--- src/rtl/prover_compute_h_seq.sv ---
// compute_h sequencer: steps the mux select, issues one multiply per source, sums the products mod F_Q into h_out.
// A run takes nInputs*(L+3)+1 cycles; it waits indefinitely on mul_ready_in and ignores en while busy.
`timescale 1ns/1ps
`ifndef F_NBITS
`define F_NBITS 16
`endif
`ifndef F_Q
`define F_Q 65521
`endif

module prover_compute_h_seq #(
  parameter int nInputs = 2,
  parameter int nInBits = $clog2(nInputs)
) (
  input  logic                clk,
  input  logic                rst,
  input  logic                en,
  output logic [nInBits-1:0]  count_out,
  input  logic [`F_NBITS-1:0] mux_val_in,
  input  logic [`F_NBITS-1:0] coeff_in,
  output logic                mul_en_out,
  output logic [`F_NBITS-1:0] mul_a_out,
  output logic [`F_NBITS-1:0] mul_b_out,
  input  logic                mul_ready_in,
  input  logic [`F_NBITS-1:0] mul_result_in,
  output logic [`F_NBITS-1:0] h_out,
  output logic                ready_out
);

  if (nInputs < 2) begin : g_err_ninputs_too_small
    $fatal(1, "prover_compute_h_seq: nInputs must be >= 2");
  end
  if (nInBits != $clog2(nInputs)) begin : g_err_ninbits_overridden
    $fatal(1, "prover_compute_h_seq: nInBits must equal $clog2(nInputs)");
  end

  typedef enum logic [1:0] {IDLE, ISSUE, WAIT, ADD} state_t;

  localparam logic [nInBits-1:0]  LP_LAST = nInBits'(nInputs - 1);
  localparam logic [`F_NBITS:0]   LP_Q_W  = (`F_NBITS + 1)'(`F_Q);
  localparam logic [`F_NBITS-1:0] LP_Q    = `F_NBITS'(`F_Q);

  state_t              r_state;
  logic [nInBits-1:0]  r_count;
  logic [`F_NBITS-1:0] r_acc;
  logic [`F_NBITS-1:0] r_prod;
  logic [`F_NBITS-1:0] r_a;
  logic [`F_NBITS-1:0] r_b;
  logic [`F_NBITS-1:0] r_h;
  logic                r_mul_en;
  logic                r_ready;

  logic [`F_NBITS:0]   w_sum;
  logic                w_wrap;
  logic [`F_NBITS-1:0] w_acc_next;

  // Both operands are below F_Q, so one conditional subtract fully reduces;
  // the true difference fits in F_NBITS bits, so the low-bit subtract is exact.
  assign w_sum      = {1'b0, r_acc} + {1'b0, r_prod};
  assign w_wrap     = (w_sum >= LP_Q_W);
  assign w_acc_next = w_wrap ? (w_sum[`F_NBITS-1:0] - LP_Q) : w_sum[`F_NBITS-1:0];

  always_ff @(posedge clk or posedge rst) begin
    if (rst) begin
      r_state  <= IDLE;
      r_count  <= '0;
      r_acc    <= '0;
      r_prod   <= '0;
      r_a      <= '0;
      r_b      <= '0;
      r_h      <= '0;
      r_mul_en <= 1'b0;
      r_ready  <= 1'b1;
    end else begin
      r_mul_en <= 1'b0;
      case (r_state)
        IDLE: begin
          if (en) begin
            r_acc   <= '0;
            r_count <= '0;
            r_ready <= 1'b0;
            r_state <= ISSUE;
          end
        end
        ISSUE: begin
          r_a      <= mux_val_in;
          r_b      <= coeff_in;
          r_mul_en <= 1'b1;
          r_state  <= WAIT;
        end
        WAIT: begin
          // A response in the same cycle as the visible request is too early to be genuine.
          if (mul_ready_in && !r_mul_en) begin
            r_prod  <= mul_result_in;
            r_state <= ADD;
          end
        end
        ADD: begin
          r_acc <= w_acc_next;
          if (r_count == LP_LAST) begin
            r_h     <= w_acc_next;
            r_count <= '0;
            r_ready <= 1'b1;
            r_state <= IDLE;
          end else begin
            r_count <= r_count + 1'b1;
            r_state <= ISSUE;
          end
        end
        default: r_state <= IDLE;
      endcase
    end
  end

  assign count_out  = r_count;
  assign mul_en_out = r_mul_en;
  assign mul_a_out  = r_a;
  assign mul_b_out  = r_b;
  assign h_out      = r_h;
  assign ready_out  = r_ready;

endmodule
--- config.mk ---
export PLATFORM = sky130hd
export DESIGN_NAME = prover_compute_h_seq
export DESIGN_NICKNAME = d
export VERILOG_FILES = /design/src/rtl/prover_compute_h_seq.sv
export SDC_FILE = /design/constraint.sdc
export NUM_CORES = 1
export LEC_CHECK = 0
export BUFFER_PORTS_ARGS = -buffer_cell sky130_fd_sc_hd__buf_2
export CAP_MARGIN = 10
export CORE_MARGIN = 10
export CORE_UTILIZATION = 47
export DETAILED_ROUTE_END_ITERATION = 8
export PLACE_DENSITY = 0.76
export RECOVER_POWER = 100
export SETUP_SLACK_MARGIN = 0.5
export SLEW_MARGIN = 30
export SYNTH_ARGS = -nofsm -noshare
export SYNTH_HDL_FRONTEND = slang
export SYNTH_SLANG_ARGS = --single-unit
--- constraint.sdc ---
create_clock -name clk -period 3.41 [get_ports clk]
set_clock_uncertainty 0.1 [all_clocks]
set_input_delay 0.1705 -clock clk [delete_from_list [all_inputs] [get_ports clk]]
set_output_delay 0.1705 -clock clk [all_outputs]
set_load 0.03 [all_outputs]
== Yosys cells after proc, flatten, opt, wreduce, memory -nomap -nowiden ==
Cells that the tools add are included.
Storage, ports and cells
  register bits after elaboration: 85
  latch bits: 0
  bits in read-only memories: 0
  output and inout bits: 51
  logic and storage cells: 41
  bits in writable memories: 0
  bits of input ports: 52
  memories kept: 0
Operators by class
  divide/modulo/power cells: 0
  multiplexer cells: 13
  reductions and logical operators: 9
  shift-type cells: 0
  bitwise logic cells: 0
  add/subtract/negate cells: 3
  order comparisons: 1
  multiply operators: 0
  eq/ne operators: 6
Operators by type and width (number)
  $mux W16: 2
  $pmux W16 S2: 1
  $add A16 B16 Y17: 1
  $ge A17 B16 Y1 const B: 1
  $sub A16 B16 Y16 const B: 1
  $pmux W2 S4: 1
  $reduce_and A2 Y1: 4
  $ne A2 B2 Y1 const B: 3
  $mux W1: 5
  $eq A2 B2 Y1 const B: 2
  $mux W2: 2
  $pmux W1 S2: 2
  $reduce_and A3 Y1: 1
  $eq A2 B1 Y1 const B: 1
  $logic_not A2 Y1: 1
  $reduce_bool A2 Y1: 1
  $add A1 B1 Y1 const B: 1
  $logic_and A1 B1 Y1: 1
  $logic_not A1 Y1: 1

== Logic depth before layout (Yosys ltp) ==
Gate-level depths: netlist (run 1).
  depth in word-level cells: 4
  depth in mapped cells: 13
  gate-level depth less buffers: 11

== Worst setup path after synthesis (run 1) ==
OpenSTA, ideal clock, no wires.
  path kind: reg2reg
  start point: register r_acc[0]
  end point: register r_acc[10]
  setup time: 0.069 ns
  path buffers: 1
  path slack: 0.065 ns
  cell stages (with the launch flop): 13
  arrival time: 3.176 ns
  clock period less this slack: 3.345 ns
  required time: 3.241 ns
  cells stage by stage: dfrtp_1 > ha_1 > fa_1 > a211oi_2 > o21bai_1 > o31a_1 > o221ai_1 > xnor2_2 > o211ai_2 > o31a_1 > buf_6 > or4_1 > nand3_1
Between the ends
  cells in the longest elaborated chain, start to end: 4
RTL lines
  from (decl): line 45  | logic [`F_NBITS-1:0] r_acc;
  from (signal assigned): line 99  | r_acc <= w_acc_next;
  $add A16 B16 Y17 *: line 59  | assign w_sum = {1'b0, r_acc} + {1'b0, r_prod};
  $sub A16 B16 Y16 or $ge A17 B16 Y1 (tied branches): line 61, 60
  $mux W16 *: line 61  | assign w_acc_next = w_wrap ? (w_sum[`F_NBITS-1:0] - LP_Q) : w_sum[`F_NBITS-1:0];
  $pmux W16 S2 *: line 76  | case (r_state)
Every way passes the cells marked *; elsewhere a longest branch is shown, timed or not.
A chain may end at the register's enable or synchronous reset.

== Worst setup path after layout (run 1) ==
  start point: register r_acc[9]
  end point: register r_acc[3]
Between the ends
  cells in the longest elaborated chain, start to end: 4
RTL lines
  $add A16 B16 Y17: line 59
  $ge A17 B16 Y1: line 60  | assign w_wrap = (w_sum >= LP_Q_W);
  $mux W16: line 61
  $pmux W16 S2: line 76
No other way between the ends.

==> results of run 1 <==
==> area by class of cell <==
type | instances | share of cell area [%]
diodes | 1 | 0.03679
clock buffers | 9 | 1.821
clock inverters | 7 | 1.343
inverters | 10 | 0.5703
multi-input cells | 358 | 41.50
flip-flops and latches | 85 | 31.29
well taps | 136 | 2.502
repair buffers | 207 | 20.93
==> how the worst max path moves through the flow <==
stage | start | endpoint | slack, ns
6_report | r_acc[9]$_DFFE_PP0P_ | r_acc[3]$_DFFE_PP0P_ | -0.01
5_1_grt | r_acc[0]$_DFFE_PP0P_ | r_acc[6]$_DFFE_PP0P_ | -0.12
2_1_floorplan | r_prod[0]$_DFFE_PP0P_ | r_acc[10]$_DFFE_PP0P_ | 0.20
4_1_cts | r_acc[0]$_DFFE_PP0P_ | r_acc[1]$_DFFE_PP0P_ | 0.06
3_5_place_dp | r_prod[0]$_DFFE_PP0P_ | r_acc[1]$_DFFE_PP0P_ | -0.05
3_3_place_gp | r_prod[0]$_DFFE_PP0P_ | h_out[9]$_DFFE_PP0P_ | 0.06
==> worst max-delay path, cell delays in order, from the launching register on <==
cell	delay [ns]
sky130_fd_sc_hd__dfrtp_1	0.46
sky130_fd_sc_hd__ha_1	0.38
sky130_fd_sc_hd__and4_1	0.26
sky130_fd_sc_hd__nand4_1	0.24
sky130_fd_sc_hd__a211oi_2	0.34
sky130_fd_sc_hd__o311ai_0	0.21
sky130_fd_sc_hd__o211ai_2	0.12
sky130_fd_sc_hd__nand4_1	0.20
sky130_fd_sc_hd__buf_4	0.20
sky130_fd_sc_hd__o31ai_4	0.26
sky130_fd_sc_hd__buf_12	0.18
sky130_fd_sc_hd__buf_8	0.12
sky130_fd_sc_hd__a211o_1	0.15
sky130_fd_sc_hd__nand3_2	0.09
==> layout by cell type (no fill, tap or decap), drive strengths merged, types with 6 or more instances in the layout <==
| cell | instances |
|---|---|
| buf | 102 |
| dfrtp | 84 |
| clkbuf | 65 |
| dlygate4sd3 | 49 |
| mux2 | 49 |
| nand2 | 40 |
| nand3 | 26 |
| nor2 | 25 |
| ha | 23 |
| o21ai | 23 |
| a21oi | 20 |
| nand4 | 14 |
| inv | 13 |
| a31oi | 12 |
| xnor2 | 11 |
| a211o | 10 |
| o211ai | 10 |
| a21o | 7 |
| nand2b | 7 |
| xor2 | 6 |
| and3 | 6 |
| and2 | 6 |
==> layer usage <==
| layer | wire length, µm | up-vias | GRT usage [%] |
|---|---|---|---|
| met5 | 0 | - | 0 |
| met4 | 569 | 0 | 10.24 |
| met3 | 1087 | 38 | 5.923 |
| met2 | 7367 | 189 | 34.76 |
| met1 | 6188 | 2255 | 22.33 |
| li1 | - | 2153 | - |
==> cell usage after synthesis, drive strengths merged, types with 6 or more instances <==
cell | instances | share of area, %
a211o | 10 | 1.8
a21o | 7 | 1.1
a21oi | 20 | 2.3
a31oi | 12 | 1.5
and2 | 6 | 0.76
and3 | 6 | 0.86
buf | 14 | 1.7
clkbuf | 9 | 0.68
dfrtp | 84 | 43
ha | 23 | 5.8
inv | 10 | 0.76
mux2 | 49 | 11
nand2 | 40 | 3.0
nand2b | 7 | 0.89
nand3 | 26 | 2.6
nand4 | 14 | 1.8
nor2 | 25 | 2.1
o211ai | 10 | 1.7
o21ai | 23 | 2.3
xnor2 | 11 | 2.1
xor2 | 6 | 1.1
==> timing repair <==
item,4_1_cts,5_1_grt
resized for setup,27,10
pin swaps,17,9
setup buffers,10,2
gates cloned,1,1
hold buffers,49,0
hold endpoints to repair,132,0
setup endpoints to repair,32,32
==> state kept, by name, summed over array words and instances (netlist names) <==
signal      cells
r_acc          16
mul_en_out      1
r_prod         16
mul_b_out      16
count_out       1
ready_out       1
h_out          16
mul_a_out      16
r_state         2
==> logic make-up (layout without fill, tap and decap cells) <==
group / Yosys count / in the layout / share of synthesized area [%]
adder cells (fa/ha/maj): 24 / 24 / 6.239
AO/OA/AOI/OAI: 113 / 113 / 16.28
multiplexers: 53 / 53 / 12.00
buffers and inverters: 33 / 233 / 3.120
flip-flops: 85 / 85 / 43.14
XOR/XNOR: 17 / 17 / 3.170
AND/OR/NAND/NOR: 151 / 151 / 16.05
other: 0 / 1 / 0
==> metrics by stage <==
step | instance area, µm² | utilization [%] | setup slack [ns] | setup TNS (ns)
floorplan | 4965 | - | 0.2030 | 0
global placement | 5858 | 57.00 | 0.06309 | 0
detailed placement | 5858 | 57.00 | -0.05467 | -0.2571
CTS | 6784 | 66.01 | 0.05978 | 0
global route | 6802 | 66.18 | -0.1156 | -2.041
finish | 6802 | 66.18 | -0.01025 | -0.01025
==> run summary, run 1 <==
The count of input and output buffers is 102. Across all register-to-register paths, the minimum setup slack is -0.01 ns. Clock-pin slew was measured on the worst setup and hold paths at 0.10 ns. Setup repair after global routing could not meet its margin everywhere. For the worst-skew pair, the clock arrives at the later sink with an insertion delay of 0.38 ns.

103 I/O pins were placed. The placement row count came out at 37. The all-layer global routing usage is 20.21%. The most instantiated flip-flop cell in the synthesis netlist is sky130_fd_sc_hd__dfrtp_1. The weighted congestion at the end of routability-driven global placement came out at 0.8712. The count of H-tree levels built during CTS came out at 3.

The placed instance count came out at 733. The cell count after synthesis is 476. The count of endpoints failing hold in the final timing report came out at 0.

The worst setup path is of the flop to flop kind. For this block, the via count after detailed routing is 4635. The average cell area after synthesis is 10.36 µm². The count of distinct cell types in the synthesized netlist came out at 68.

The mapped netlist covers 0.004933 mm². The worst-case hold path end point is ready_out$_DFFE_PP1P_. The via count of the first global-routing pass is 5025. The die footprint came out at 0.01500 mm². The initial antenna violation count came out at 1. The count of maximum capacitance violations is 2. The initial core utilization is 48.00%.

Dividing the detail-routed wire length by the instance count gives 18.71 µm. After detailed routing, the number of vias per cell comes to 5.701. The hold slack came out at 0.009201 ns.

The smallest setup slack after layout is -0.01025 ns. Counting flops with an async set or reset pin after synthesis yields a share of 100.0%. The number of warnings reported in the yosys synthesis log came out at 0. The final number of max-transition violations is 64. STA classifies the critical path endpoint as a flop. In this run the vertical extent of the chip is 122.5 µm. The proportion of layout cells with a drive suffix above 1 came out at 29.88%. In this run, the number of DRC markers left after iteration 0 of detailed routing was 317.

The area used by sequential logic in the layout is 0.002128 mm². The core box area came out at 0.01028 mm². The number of enable flip-flop cells after synthesis is 0. For the worst flop-to-flop path, the logic depth is 13. At the pin with the least slew margin, the transition time is 1.736 ns.

For the worst setup path, the data arrival time is 3.58 ns. The min-delay analysis places its worst path in the category input port to flop. The number of clock sinks is 85. For this run, design rule violations remaining after detail routing come to 0. The number of nets in the layout is 747. The synthesized design contains 85 register bits. TritonCTS built the clock tree. Sequential elements use 43.14% of the synthesized area.

The number of buffers added by the clock tree synthesis step is 9. The number of nets with antenna violations after routing came out at 0. In this run the most critical hold path is launched from en. The relative max-transition margin is -15.75%. The filler cell count came out at 815.

The flow ran to the end, but the final reports show violations. The required time of the critical path came out at 3.57 ns. For this run the aggregate overflow at the end of global routing stands at 0. The worst setup path is launched from a flop. The clock root buffer master is sky130_fd_sc_hd__clkbuf_8. The worst register-to-register path ends at r_acc[3]$_DFFE_PP0P_. The HPWL after detailed placement came out at 10270 µm. The shortest clock period the worst path allows after layout is 3.420 ns.

The x dimension of the die came out at 122.5 µm. The detailed-route wire length came out at 15210 µm. The worst hold path was traced through 4 stages. The maximum number of buffers from clock root to sink came out at 2. The worst reg2reg path startpoint is r_acc[9]$_DFFE_PP0P_. Entering global routing, the biggest net connects 57 pins. The filler-free cell count of the finished design came out at 813. The area used by multi-input combinational logic came out at 0.002823 mm². The post-synthesis net count is 552. The number of iterations in the first detailed-routing pass came out at 5.

In the finished design, the share of the clock period the worst path needs comes to 100.3%. The checks that failed: capacitance limit, slew limit, setup timing. Compared with the post-synthesis result, the final layout area differs by 37.86%.

The maximum achievable frequency came out at 0.2924 GHz. The highest net fanout along the worst path is 8. Setup violations remaining at the end of the flow were counted as 1.

The first-pass GRT wire length came out at 24450 µm.
Power of run 1 is not shown: default switching activity piles up to over one toggle a cycle in this logic, so the estimate is an artifact.
==> run 2: changes to the inputs <==
--- a/config.mk
+++ b/config.mk
@@ -5,6 +5,7 @@
 export SDC_FILE = /design/constraint.sdc
 export NUM_CORES = 1
 export LEC_CHECK = 0
+export ABC_AREA = 1
 export BUFFER_PORTS_ARGS = -buffer_cell sky130_fd_sc_hd__buf_2
 export CAP_MARGIN = 10
 export CORE_MARGIN = 10
==> constraint.sdc (replaced) <==
create_clock -name clk -period 3.1 [get_ports clk]
set_clock_uncertainty 0.1 [all_clocks]
set_input_delay 0.155 -clock clk [delete_from_list [all_inputs] [get_ports clk]]
set_output_delay 0.155 -clock clk [all_outputs]
set_load 0.03 [all_outputs]
==> run summary, run 2 <==
By startpoint and endpoint, the worst setup path is classified as flop to flop. The x dimension of the die came out at 124.2 µm. The largest net degree at the start of global routing came out at 51.

After synthesis the netlist holds a flip-flop and latch count of 85. The internal power came out at 4.039 mW. The share of synthesized registers carrying an async set or reset is 100.0%.

The first-pass GRT wire length came out at 25370 µm. The area used by multi-input combinational logic came out at 0.002897 mm². The count of vias placed by the detailed router came out at 4894. Of the total power, the clock network draws 9.2%. The switching share of power came out at 52.69%.

The count of input and output buffers is 102. The arrival time at the worst endpoint came out at 3.06 ns. The average via count per standard cell came out at 5.173.

The cell family contributing the most delay on the critical path is simple AND/OR/NAND/NOR gates. For this design, the sink count on the clock tree is 85. The required time of the critical path is 3.27 ns.

The checks that failed: capacitance limit, slew limit. Derived from the worst setup path, the maximum achievable clock frequency is 0.3464 GHz. The core region is 0.01046 mm². After detailed routing, the total wire length is 15450 µm. The initial antenna violation count came out at 0. The worst hold path belongs to the class input port to flop. Across the whole layout, storage elements account for 0.002131 mm². The number of iterations in the first detailed-routing pass is 5. The final sum of negative setup slack came out at 0 ns. The overflow left after global routing came out at 0. The HPWL after detailed placement is 10310 µm. The top cell types in the final layout, fill and taps aside, are sky130_fd_sc_hd__nand2_1, sky130_fd_sc_hd__dfrtp_1, sky130_fd_sc_hd__inv_1, sky130_fd_sc_hd__clkbuf_1, sky130_fd_sc_hd__buf_2. Combinational logic is responsible for 67.4% of the overall power. The number of nets in the layout is 881.

The sort of element at the end of the critical path is a flop. The weighted congestion at the end of routability-driven global placement came out at 0.9375. The clock transition at the registers of the reported paths is 0.10 ns. The final antenna diode count came out at 0. The final number of max-transition violations is 84. The placement row count came out at 37. Global routing used 20.80% of the available tracks. Relative to the synthesized area, the layout overhead comes to 35.88%.

The post-synthesis instance area is 0.005102 mm². The relative max-transition margin came out at -33.84%. The die is 124.2 µm tall. The count of unresolved DRC violations after routing is 0.

The initial core utilization came out at 48.77%. The placed instance count is 855. The average cell area after synthesis came out at 8.216 µm². Synthesis produced a netlist with a net count of 697. The clock reaches the later pin of the worst-skew pair after 0.39 ns.

The total I/O pin count came out at 103. The via count of the first global-routing pass came out at 5222. The proportion of layout cells with a drive suffix above 1 came out at 29.01%. Counting I/O delays and the setup requirement, the final critical path takes 2.887 ns. The most instantiated flip-flop cell in the synthesis netlist is sky130_fd_sc_hd__dfrtp_1. In this run the static leakage power is 3.510 nW.

The count of maximum capacitance violations came out at 2. Across the VDD grid, the largest voltage drop is 0.7343 mV. In the post-synthesis netlist, the cell with the most instances is sky130_fd_sc_hd__nand2_1. The filler cell count is 900. The critical path buffer and inverter count is 4. The count of cells in the finished layout, fillers not included, comes to 946. After synthesis, the most frequently instantiated cells are sky130_fd_sc_hd__nand2_1, sky130_fd_sc_hd__dfrtp_1, sky130_fd_sc_hd__inv_1.

The register area share after synthesis is 41.71%. The sort of element at the start of the critical path is a flop. Yosys mapped the design onto 34 distinct sky130hd cell types. For this block, the initial DRC count from the detailed router was 246. Of all nets on the critical path, the largest fanout is 6. The mean routed wirelength per cell is 16.33 µm. The die footprint came out at 0.01542 mm². Ranked by total cell area, the synthesized netlist is headed by sky130_fd_sc_hd__dfrtp_1, sky130_fd_sc_hd__nand2_1, sky130_fd_sc_hd__mux2_2. The number of warnings reported in the yosys synthesis log is 0. The number of enable flip-flop cells after synthesis came out at 0. Clock tree synthesis inserted a total of 9 buffers. The cell type of the slowest stage on the worst timing path is sky130_fd_sc_hd__dfrtp_1. The hold slack came out at 0.09153 ns. The library cell used most frequently in the layout, excluding fill and tap cells, is sky130_fd_sc_hd__nand2_1. The count of H-tree levels built during CTS came out at 3. The maximum number of buffers from clock root to sink came out at 2.

The flow ran to the end, but the final reports show violations. In this run the power spent charging and discharging nets is 4.499 mW. At the pin with the least slew margin, the transition time is 2.005 ns. The share of the synthesized area in the top cell type is 41.20%.

The total setup violations reported at the end of the flow is 0. TritonCTS built the clock tree. The count of endpoints failing hold in the final timing report came out at 0.

The critical path goes through ha_1, fa_2, clkbuf_1, inv_1, nand2_2, a21oi_2, nand3_1, nand2_2, nor2_4, nand3_4, nor2_4, nand3_4, clkbuf_1, buf_16, nand4_1, nand3_1, nand2_1. Once detail routing completed, the nets flagged for antenna violations numbered 0. The clock root buffer master is sky130_fd_sc_hd__clkbuf_8. In this design, the stage delay of the slowest critical-path cell is 0.41 ns. The post-route clock period utilization came out at 93.12%. Setup repair after global routing could not meet its margin everywhere. The total power per unit cell area is 1231 mW/mm². Synthesis produced 621 cells.

The sequential group share of total power came out at 23.4%. The most area-hungry cell type in the Yosys netlist is sky130_fd_sc_hd__dfrtp_1.
run 2: cell count changes after synthesis, sizes merged, moves of 7 or more:
cell	change
a21oi	-8
a31oi	-11
inv	+67
nand2	+206
nand4	+7
nand3	+14
o21ai	-20
a211o	-10
o211ai	-10
xnor2	-7
nand2b	-7
run 2: cell families after synthesis:
group,after synthesis,share of synthesized area (%)
AOI/OAI and AO/OA,18,2.084
xor gates and xnor gates,10,1.716
adders and majority gates,24,6.032
buffers and inverters,91,7.013
DFF,85,41.71
muxes,49,10.81
and+or+nand+nor,344,30.63
run 2: final timing paths:
kind                                            start                       end  slack, ns  cells after the start
worst max-delay path             r_acc[0]$_DFFE_PP0P_      h_out[1]$_DFFE_PP0P_       0.21                     17
worst min-delay path                     mul_ready_in    r_state[0]$_DFFE_PP0P_       0.09                      5
worst max register to register   r_acc[0]$_DFFE_PP0P_      h_out[1]$_DFFE_PP0P_       0.21                     17
worst min register to register  h_out[10]$_DFFE_PP0P_     h_out[10]$_DFFE_PP0P_       0.38                      2
max in group asynchronous                         rst     r_prod[1]$_DFFE_PP0P_       0.85                      3
min in group asynchronous                         rst  mul_b_out[7]$_DFFE_PP0P_       0.88                      3
run 2: worst register-to-register path, cell delays in order, from the launching register on:
cell	delay, ns
sky130_fd_sc_hd__dfrtp_1	0.41
sky130_fd_sc_hd__ha_1	0.25
sky130_fd_sc_hd__fa_2	0.41
sky130_fd_sc_hd__clkbuf_1	0.14
sky130_fd_sc_hd__inv_1	0.07
sky130_fd_sc_hd__nand2_2	0.07
sky130_fd_sc_hd__a21oi_2	0.16
sky130_fd_sc_hd__nand3_1	0.09
sky130_fd_sc_hd__nand2_2	0.10
sky130_fd_sc_hd__nor2_4	0.05
sky130_fd_sc_hd__nand3_4	0.08
sky130_fd_sc_hd__nor2_4	0.05
sky130_fd_sc_hd__nand3_4	0.12
sky130_fd_sc_hd__clkbuf_1	0.20
sky130_fd_sc_hd__buf_16	0.14
sky130_fd_sc_hd__nand4_1	0.13
sky130_fd_sc_hd__nand3_1	0.12
sky130_fd_sc_hd__nand2_1	0.07
run 2: layer usage:
layer  GRT usage, %  wire length (µm)
met5              0                 0
met4          8.633               499
met3          8.597              1459
met2          33.89              7313
met1          23.70              6173
run 2: what timing repair did:
action                     4_1_cts  5_1_grt
setup buffers                   20        3
gates resized for setup         60       15
pin swaps                       24       21
gates cloned                     3        0
hold buffers                    49        0
setup endpoints to repair       32       32
hold endpoints to repair        97        0
run 2: power by group through the flow:
stage | Clock, mW | Sequential, mW | Combinational (mW)
finish | 0.784 | 2.00 | 5.75
CTS | 0.793 | 1.97 | 5.72
floorplan | 0 | 2.52 | 3.20
detailed placement | 0 | 1.95 | 5.00
global placement | 0 | 1.93 | 4.89
global route | 0.838 | 2.05 | 6.36
run 2: metrics by stage:
| step | util (%) | power, mW | setup slack, ns | instance area, µm² |
|---|---|---|---|---|
| after floorplan | - | 5.725 | 0.5163 | 5102 |
| after global placement | 55.43 | 6.810 | 0.2829 | 5799 |
| after detailed placement | 55.43 | 6.953 | 0.1848 | 5799 |
| after CTS | 66.71 | 8.484 | 0.3867 | 6979 |
| after global routing | 66.26 | 9.247 | 0.04801 | 6933 |
| final | 66.26 | 8.538 | 0.2134 | 6933 |
run 2: layout make-up:
class	count	share of cell area [%]
Clock buffer	9	1.787
Clock inverter	7	0.9385
Inverter	78	4.223
Multi-Input combinational cell	446	41.78
Sequential cell	85	30.73
Tap cell	136	2.454
Timing Repair Buffer	185	18.08
Power figures use the tool's default switching activity.
==> run 3: changes to the inputs <==
--- a/config.mk
+++ b/config.mk
@@ -13,6 +13,7 @@
 export DETAILED_ROUTE_END_ITERATION = 8
 export PLACE_DENSITY = 0.76
 export RECOVER_POWER = 100
+export REMOVE_ABC_BUFFERS = 1
 export SETUP_SLACK_MARGIN = 0.5
 export SLEW_MARGIN = 30
 export SYNTH_ARGS = -nofsm -noshare
==> run summary, run 3 (synthesis results as in run 2) <==
The flow ran to the end, but the final reports show violations. The checks that failed: capacitance limit, slew limit. The final sum of negative setup slack came out at 0 ns.

The clock insertion delay at the later pin of the skew report came out at 0.38 ns. The endpoint identified for the worst register-to-register timing path is h_out[4]$_DFFE_PP0P_. Tracing the worst setup path back leads to its startpoint at r_acc[0]$_DFFE_PP0P_. Setup repair after global routing could not meet its margin everywhere.

The required time of the critical path is 3.32 ns. The tightest min-delay check is of the input port to flop type. The multi-input combinational cells in the finished layout cover a total of 0.003060 mm². Across the run, the number of max-cap violations was 1.

The worst reg-to-reg path cell count came out at 19. The initial antenna violation count came out at 0. The x dimension of the die came out at 124.2 µm. The slew at the pin closest to its max-slew limit is 1.696 ns.

The number of violations reported at the end of detailed-routing iteration 0 came out at 360. The placed instance count came out at 856. Setup slack on the worst reg-to-reg path comes out at 0.23 ns. The arrival time at the worst endpoint is 3.09 ns. The startpoint identified for the worst register-to-register timing path is r_acc[0]$_DFFE_PP0P_. The most common cell after layout, fill and taps aside is sky130_fd_sc_hd__nand2_1. The all-layer global routing usage came out at 20.89%. The proportion of layout cells with a drive suffix above 1 came out at 32.26%. The number of buffers added by the clock tree synthesis step is 9.

The met1 track demand over resource is 24.35%. The area used by sequential logic in the layout is 0.002130 mm². Along the worst path, the maximum fanout reaches 8. The HPWL after detailed placement came out at 10370 µm. The relative max-transition margin is -13.05%. The pre-antenna-repair detailed-routing pass consisted of 5 iterations. The count of input and output buffers came out at 102.

The die is 124.2 µm tall. The count of unresolved DRC violations after routing is 0. Counting along the longest clock path gives a buffer depth of 2.

Across all layers, the routed design uses 4955 vias. Dividing the detail-routed wire length by the instance count gives 16.94 µm. The weighted congestion at the end of routability-driven global placement came out at 0.9499. STA classifies the critical path endpoint as a flop. The clock transition at the registers of the reported paths came out at 0.11 ns. The post-route clock period utilization is 92.71%. The clock root buffer master is sky130_fd_sc_hd__clkbuf_8. Summed over all layers, the routed wires come to 15960 µm. Row generation in the floorplan step produced 37 rows. Based on the critical path, the design can be clocked at up to 0.3480 GHz.

The largest net degree at the start of global routing came out at 86. The overflow left after global routing is 0. The filler cell count is 843. The synthesis-to-layout area growth is 37.81%.

The last element of the critical path is h_out[4]$_DFFE_PP0P_. The H-tree generated during clock tree synthesis spans 3 levels. The final antenna diode count came out at 0. The core box area is 0.01046 mm².

The worst-case IR drop observed on VDD is 0.7270 mV. STA classifies the critical path startpoint as a flop. The critical path class is flop to flop.

TritonCTS built the clock tree. The die footprint came out at 0.01542 mm². The reported leakage power is 3.540 nW. The number of nets with antenna violations after routing is 0.

The count of endpoints failing hold in the final timing report was 0. The initial core utilization is 48.77%. Excluding fillers, the count of instances in the completed layout stands at 942. In the layout the commonest cells are sky130_fd_sc_hd__nand2_1, sky130_fd_sc_hd__dfrtp_1, sky130_fd_sc_hd__inv_1, sky130_fd_sc_hd__clkbuf_1, sky130_fd_sc_hd__buf_2. The total I/O pin count is 103. CTS saw 85 sinks. The global-route layer with the greatest usage is met2. In this run the power density over the cells is 1258 mW/mm².

The via count of the first global-routing pass is 5188. The number of nets in the layout came out at 877. The met2 demand-to-capacity share in global routing came out at 34.06%.

In the global route stage, met3 resource usage came out at 7.195%. The first global-routing pass estimated 25560 µm of wire. The final number of max-transition violations is 34. The shortest clock period the worst path allows after layout came out at 2.874 ns. Setup violations remaining at the end of the flow were counted as 0. The average via count per standard cell came out at 5.260.
==> run 3: worst min-delay path by stage <==
stage / from / endpoint / cells after the start
after floorplan: mul_result_in[0] / r_prod[0]$_DFFE_PP0P_ / 1
after global placement: rst / mul_a_out[7]$_DFFE_PP0P_ / 3
after detailed placement: rst / mul_b_out[7]$_DFFE_PP0P_ / 3
after CTS: mul_ready_in / r_state[1]$_DFFE_PP0P_ / 5
after global routing: mul_ready_in / r_state[0]$_DFFE_PP0P_ / 5
final: mul_ready_in / r_state[1]$_DFFE_PP0P_ / 5
==> run 3: metal layers <==
layer,up-vias,wire [µm]
li1,2338,-
met1,2377,6442
met2,198,7563
met3,42,1457
met4,0,495
met5,-,0
==> run 3: power by group <==
| part | switching, mW | total [mW] | leakage [nW] | internal [mW] |
|---|---|---|---|---|
| sequential | 0.395 | 2.03 | 1.04 | 1.63 |
| clock | 0.460 | 0.771 | 0.0964 | 0.312 |
| combinational | 3.89 | 6.05 | 2.40 | 2.16 |
| total | 4.74 | 8.85 | 3.54 | 4.10 |
==> run 3: timing repair <==
item                                    CTS  global route
hold buffers                             49             0
pin swaps                                22            26
gates resized for setup                  50            53
endpoints found under the setup margin   32            32
buffers inserted                         18             2
hold endpoints to repair                132             0
cloned                                    1             0
==> run 3: stage by stage <==
step / power, mW / cell area, µm² / setup slack, ns / util, % / hold WS [ns]
after floorplan: 5.675 / 5037 / 0.3833 / - / 0.2056
after global placement: 6.840 / 5807 / 0.2242 / 55.50 / 0.1854
after detailed placement: 6.963 / 5807 / 0.1529 / 55.50 / 0.1898
after CTS: 8.386 / 6884 / 0.4607 / 65.80 / 0.08581
after global routing: 9.514 / 7032 / 0.1189 / 67.21 / 0.1344
final: 8.847 / 7032 / 0.2261 / 67.21 / 0.1106
==> run 3: cell type report <==
type	count	area share, %
clock buffer	9	1.762
clock inverter	7	0.9786
inverter	78	4.217
multi-input combinational	446	43.52
sequential	85	30.28
tap	136	2.420
timing repair buffer	181	16.81
==> run 3: critical path, stage by stage (launching register included) <==
cell                      delay (ns)
sky130_fd_sc_hd__dfrtp_1        0.44
sky130_fd_sc_hd__ha_4           0.18
sky130_fd_sc_hd__fa_1           0.47
sky130_fd_sc_hd__nand2_1        0.14
sky130_fd_sc_hd__nand2_2        0.07
sky130_fd_sc_hd__nand3_2        0.07
sky130_fd_sc_hd__nand2_2        0.08
sky130_fd_sc_hd__nand2_4        0.10
sky130_fd_sc_hd__nand2_4        0.07
sky130_fd_sc_hd__nand2_1        0.08
sky130_fd_sc_hd__nand3_1        0.07
sky130_fd_sc_hd__nor2_2         0.16
sky130_fd_sc_hd__nand3_4        0.12
sky130_fd_sc_hd__buf_6          0.14
sky130_fd_sc_hd__nand3_4        0.15
sky130_fd_sc_hd__buf_6          0.12
sky130_fd_sc_hd__nand2_2        0.04
sky130_fd_sc_hd__nand2_2        0.06
sky130_fd_sc_hd__nand2_1        0.06
sky130_fd_sc_hd__nand2_1        0.08
